## src/rtl/ysyx_22041071_axi_r_slave.sv

```systemverilog
// AXI4 read-channel slave in front of a simple one-cycle-latency memory.
// One burst in flight at a time; each beat is a memory read followed by one R beat.
//
// Handshake rule: a transfer happens on a rising edge where valid and ready are both 1.
// A valid is never withdrawn before its transfer, and the payload it carries stays
// unchanged until then. axi_ar_ready_o and axi_r_valid_o come straight from the
// state register, so neither has a combinational path from any input.
module ysyx_22041071_axi_r_slave #(
    parameter int ADDR_WIDTH = 64,
    parameter int DATA_WIDTH = 64,
    parameter int ID_WIDTH   = 4
) (
    input  logic                  clk,
    input  logic                  reset,
    input  logic                  axi_ar_valid_i,
    output logic                  axi_ar_ready_o,
    input  logic [ID_WIDTH-1:0]   axi_ar_id_i,
    input  logic [ADDR_WIDTH-1:0] axi_ar_addr_i,
    input  logic [7:0]            axi_ar_len_i,
    input  logic [2:0]            axi_ar_size_i,
    input  logic [1:0]            axi_ar_burst_i,
    output logic                  axi_r_valid_o,
    input  logic                  axi_r_ready_i,
    output logic [ID_WIDTH-1:0]   axi_r_id_o,
    output logic [DATA_WIDTH-1:0] axi_r_data_o,
    output logic [1:0]            axi_r_resp_o,
    output logic                  axi_r_last_o,
    output logic                  axi_r_user_o,
    output logic                  mem_en_o,
    output logic [ADDR_WIDTH-1:0] mem_addr_o,
    input  logic [DATA_WIDTH-1:0] mem_rdata_i
);

    typedef enum logic [1:0] {
        IDLE  = 2'd0,
        MREQ  = 2'd1,
        MWAIT = 2'd2,
        RESP  = 2'd3
    } state_t;

    localparam logic [1:0] BURST_FIXED = 2'b00;
    localparam logic [1:0] BURST_INCR  = 2'b01;

    state_t                state;
    state_t                state_next;

    logic [ID_WIDTH-1:0]   id_q;
    logic [ADDR_WIDTH-1:0] addr_q;
    logic [7:0]            len_q;
    logic [2:0]            size_q;
    logic [1:0]            burst_q;
    logic                  err_q;
    logic [7:0]            beat_q;
    logic [DATA_WIDTH-1:0] data_q;

    logic                  ar_hs;
    logic                  r_hs;
    logic                  last_beat;
    logic [ADDR_WIDTH-1:0] step;
    logic [ADDR_WIDTH-1:0] next_addr;

    assign ar_hs     = axi_ar_valid_i && (state == IDLE);
    assign r_hs      = axi_r_ready_i && (state == RESP);
    assign last_beat = (beat_q == len_q);

    // Address of the following beat: INCR aligns down to the beat size, then steps
    // by one beat (wrapping at the top of the address space); FIXED repeats.
    always_comb begin
        step      = {{(ADDR_WIDTH-1){1'b0}}, 1'b1} << size_q;
        next_addr = addr_q;
        case (burst_q)
            BURST_INCR:  next_addr = (addr_q & ~(step - 1'b1)) + step;
            BURST_FIXED: next_addr = addr_q;
            default:     next_addr = addr_q;
        endcase
    end

    // State register.
    always_ff @(posedge clk) begin
        if (reset) begin
            state <= IDLE;
        end else begin
            state <= state_next;
        end
    end

    // Next state: one memory read and one R beat per iteration until the last beat.
    always_comb begin
        state_next = state;
        case (state)
            IDLE:    if (axi_ar_valid_i) state_next = MREQ;
            MREQ:    state_next = MWAIT;
            MWAIT:   state_next = RESP;
            RESP:    if (axi_r_ready_i) state_next = last_beat ? IDLE : MREQ;
            default: state_next = IDLE;
        endcase
    end

    // Burst context, beat tracking and the registered read data.
    always_ff @(posedge clk) begin
        if (reset) begin
            id_q    <= '0;
            addr_q  <= '0;
            len_q   <= '0;
            size_q  <= '0;
            burst_q <= '0;
            err_q   <= 1'b0;
            beat_q  <= '0;
            data_q  <= '0;
        end else begin
            if (ar_hs) begin
                id_q    <= axi_ar_id_i;
                addr_q  <= axi_ar_addr_i;
                len_q   <= axi_ar_len_i;
                size_q  <= axi_ar_size_i;
                burst_q <= axi_ar_burst_i;
                // WRAP and the reserved burst type are not served, nor beats wider
                // than the 8-byte memory word; such bursts answer SLVERR on every beat.
                err_q   <= axi_ar_burst_i[1] || (axi_ar_size_i > 3'd3);
                beat_q  <= '0;
            end
            if (state == MWAIT) begin
                data_q <= err_q ? '0 : mem_rdata_i;
            end
            if (r_hs && !last_beat) begin
                beat_q <= beat_q + 8'd1;
                addr_q <= next_addr;
            end
        end
    end

    assign axi_ar_ready_o = (state == IDLE);
    assign axi_r_valid_o  = (state == RESP);
    assign axi_r_id_o     = id_q;
    assign axi_r_data_o   = data_q;
    assign axi_r_resp_o   = err_q ? 2'b10 : 2'b00;
    assign axi_r_last_o   = (state == RESP) && last_beat;
    assign axi_r_user_o   = 1'b0;
    assign mem_en_o       = (state == MREQ) && !err_q;
    assign mem_addr_o     = {addr_q[ADDR_WIDTH-1:3], 3'b000};

endmodule

```

## config.mk

```make
export PLATFORM = sky130hd
export DESIGN_NAME = ysyx_22041071_axi_r_slave
export DESIGN_NICKNAME = d
export VERILOG_FILES = /design/src/rtl/ysyx_22041071_axi_r_slave.sv
export SDC_FILE = /design/constraint.sdc
export NUM_CORES = 1
export LEC_CHECK = 0
export CAP_MARGIN = 20
export CORE_ASPECT_RATIO = 1.4
export CORE_MARGIN = 2
export CORE_UTILIZATION = 51
export CTS_BUF_LIST = sky130_fd_sc_hd__clkbuf_4 sky130_fd_sc_hd__clkbuf_8 sky130_fd_sc_hd__clkbuf_16
export CTS_CLUSTER_DIAMETER = 40
export DETAILED_ROUTE_END_ITERATION = 7
export PLACE_DENSITY = 0.87
export SKIP_LAST_GASP = 1
export SLEW_MARGIN = 30
export SYNTH_ARGS = -nofsm -noshare
export SYNTH_HDL_FRONTEND = slang
export SYNTH_SLANG_ARGS = --single-unit
```

## constraint.sdc

```tcl
create_clock -name clk -period 5.25 [get_ports clk]
set_clock_uncertainty 0.15 [all_clocks]
set_input_delay 1.05 -clock clk [delete_from_list [all_inputs] [get_ports clk]]
set_output_delay 1.05 -clock clk [all_outputs]
set_load 0.05 [all_outputs]
```

==> flow_metrics.tcl <==
set metrics [dict create \
    clock_sinks 156 \
    yosysTopAreaCell "dfxtp_1" \
    dieArea_um2 19000 \
    synth_area_um2 9140 \
    cts_post_setup_buffers_inserted 0 \
    dp.cells 1588 \
    drtIter0Drc 779 \
    synth-compound-area-share 0.213 \
    p_leak_nw 4.58 \
    p_comb_frac 0.462 \
    ff2ff_setup_slack_ps 1020 \
    syn_to_final_growth_pct 33.8 \
    synth_edf_count 0 \
    power_density_nw_per_um2 453 \
    critPathArrivalTime_ps 4440 \
    tightest_slew_ps 887 \
    wirelength_mm 30.7 \
    critPathKind "register to register" \
    synthArstFlopShare 0 \
    start_kind "register" \
    ys_seq_area_frac 0.342 \
    fin_nets 1530 \
    synthXorXnorAreaFrac 0.0249 \
    vias 9565 \
    status "finished, final reports clean" \
    slowest_delay_ps 520 \
    path_clk_slew_ps 70 \
    overflow 0 \
    globalRouteMet1Util 0.353 \
    cts.repair.resized 0 \
    rsz0062_at_grt "no" \
    grt_util_all_layers 0.316 \
    tritoncts "built" \
    busiest_layer "met2" \
    synthMuxAreaShare 0.0179 \
    synth_top_family_by_area "simple AND/OR/NAND/NOR gates" \
    synthTopCellsByCount "156 x dfxtp_1, 137 x a21oi_1, 128 x nor2_1" \
    crit_cells 10 \
    placed_cell_area_um2 11600 \
    core_um2 17500 \
    crit_path_max_fanout 22 \
    holdWs_ps 309 \
    cts_buffers 17 \
    antenna_found_initial 3 \
    finalHoldViolCount 0 \
    crit_end "addr_q[20]" \
    report.final.slew_viol_count 0 \
    grt_first_pass_wirelength_mm 47.5 \
    ys_types 79 \
    path_delay_family "simple AND/OR/NAND/NOR gates" \
    synthAdderAreaFrac 0.0137 \
    finish.instance_area_um2 12200 \
    peakVddDrop_mv 0.316 \
    switching_power_mw 2.49 \
    grt_max_degree 95 \
    instances_no_fill 1623 \
    detailedRoute.firstPassIterationCount 5 \
    critPathRequiredTime_ps 5460 \
    r2r-start "size_q[2]" \
    power.clock.fraction 0.234 \
    yosys_warnings 0 \
    synthFlopType "dfxtp_1" \
    synth.most_common_cell "dfxtp_1" \
    dp_hpwl_mm 21.7 \
    clk_latency_ps 430 \
    fmax_mhz 236 \
    end_kind "register" \
    avgSynthCellArea_um2 7.62 \
    synth-seq-cells 156 \
    pwr-share-seq 0.304 \
    setup_viol 0 \
    max-cap-violations 0 \
    wire_per_inst_um 18.9 \
    root_buffer "clkbuf_16" \
    reg2reg_depth 10 \
    synthCells 1199 \
    pin_count 288 \
    min_from "axi_r_id_o[0]" \
    netSwitchingFraction 0.449 \
    min_period_over_period 0.806 \
    crit_chain "or3_1, ha_1, nand2b_1, or3_1, a311o_1, nor4_4, buf_4, o211ai_1, or4b_1, o211ai_1" \
    met3_usage 0.106 \
    start_util 0.523 \
    startpoint "size_q[2]" \
    numPortBuffers 282 \
    vias_per_cell 5.89 \
    fp.dieW_um 117 \
    drive_gt1_frac 0.0578 \
    yosys.area_share.simple 0.283 \
    hold_class "register to register" \
    cpMaxStageDelayCell "dfxtp_1" \
    use_met2 0.539 \
    total_power_mw 5.54 \
    post-route-drc-count 0 \
    max-slew-margin-rel 0.403 \
    grt_pass1_vias 9282 \
    clk_path_buf_depth 2 \
    worstReg2RegEnd "addr_q[20]" \
    final_antenna_net_count 0 \
    fillers 1411 \
    p_int_mw 3.05 \
    cts_max_level 4 \
    gp_congestion 0.942 \
    yosysTopAreaCellShare 0.342 \
    holdBufCountCts 0 \
    fin_crit_ps 4230 \
    row_count 57 \
    setup_tns_ps 0 \
    die_h_um 162 \
    yosys-top-cells-area "dfxtp_1 34%, a21oi_1 7.5%, buf_4 5.7%" \
    crit_buf_inv 1 \
]
-- cell families (layout without fill, tap and decap cells) --
| family | count (synthesis) | in the layout |
|---|---|---|
| buffers and inverters | 180 | 361 |
| xor gates and xnor gates | 26 | 26 |
| muxes | 16 | 16 |
| and+or+nand+nor | 506 | 506 |
| AOI/OAI and AO/OA | 304 | 304 |
| adders and majority gates | 10 | 10 |
| other | 1 | 8 |
| DFF | 156 | 156 |
-- routing by layer --
metal	wire, um	vias to the layer above
met1	11100	4432
met5	19	-
met4	1170	2
met2	15200	513
met3	3160	91
li1	-	4527
-- state kept, by name, indices dropped and copies added, names as in the netlist --
signal	count
addr_q	64
axi_r_data_o	64
beat_q	8
len_q	8
axi_r_id_o	4
size_q	3
burst_q	2
state	2
err_q	1
-- layout by cell type (no fill, tap or decap), types with 5 or more instances in the layout --
cell type,count
a211o_1,6
a211oi_1,15
a21oi_1,136
a22oi_1,7
a311oi_1,7
a31oi_1,8
and2_1,6
and3_1,34
and4_1,9
buf_4,20
clkbuf_16,17
clkdlybuf4s50_1,281
conb_1,5
dfxtp_1,156
ha_1,9
inv_1,25
inv_6,5
mux2i_1,13
nand2_1,106
nand2b_1,7
nand3_1,35
nand4_1,11
nor2_1,126
nor2b_1,72
nor3_1,46
nor4_1,5
o2111ai_1,7
o211ai_1,14
o21a_1,5
o21ai_0,34
o221ai_1,5
o22ai_1,10
or3_1,17
xnor2_1,13
xor2_1,13
-- power groups by stage --
stage | registers [mW] | clock network (mW) | logic, mW
2_1_floorplan | 1.87 | 0 | 1.66
3_3_place_gp | 1.69 | 0 | 2.49
3_5_place_dp | 1.70 | 0 | 2.54
4_1_cts | 1.68 | 1.30 | 2.55
5_1_grt | 1.72 | 1.35 | 2.73
6_report | 1.68 | 1.29 | 2.56
-- through the flow --
stage / worst slack [ps] / util
final: 1020 / 0.700
after floorplan: 1800 / -
after global placement: 1140 / 0.662
after global routing: 884 / 0.700
after detailed placement: 1100 / 0.664
after CTS: 1080 / 0.699
-- tightest hold or removal path, stage by stage (launching register included) --
cell and delay [ps]:
dfxtp_1 310, nand2_1 50, a21oi_1 50
-- how the worst min path moves through the flow --
stage	to	slack [ps]	cells past startpoint
6_report	axi_r_id_o[0]	310	2
4_1_cts	axi_r_id_o[3]	310	2
2_1_floorplan	addr_q[5]	290	2
3_5_place_dp	axi_r_id_o[3]	300	2
3_3_place_gp	axi_r_id_o[2]	290	2
5_1_grt	axi_r_id_o[0]	330	2
-- cell type report --
cell class	instances	area (um^2)	area share
multi-input cells	867	5100	0.417
flip-flops and latches	156	3120	0.255
repair buffers	304	3000	0.246
clock buffers	18	433	0.0354
well taps	236	295	0.0241
clock inverters	14	173	0.0141
inverters	25	93.8	0.00767
diodes	3	7.51	0.000614
(Power assumes the default switching activity.)
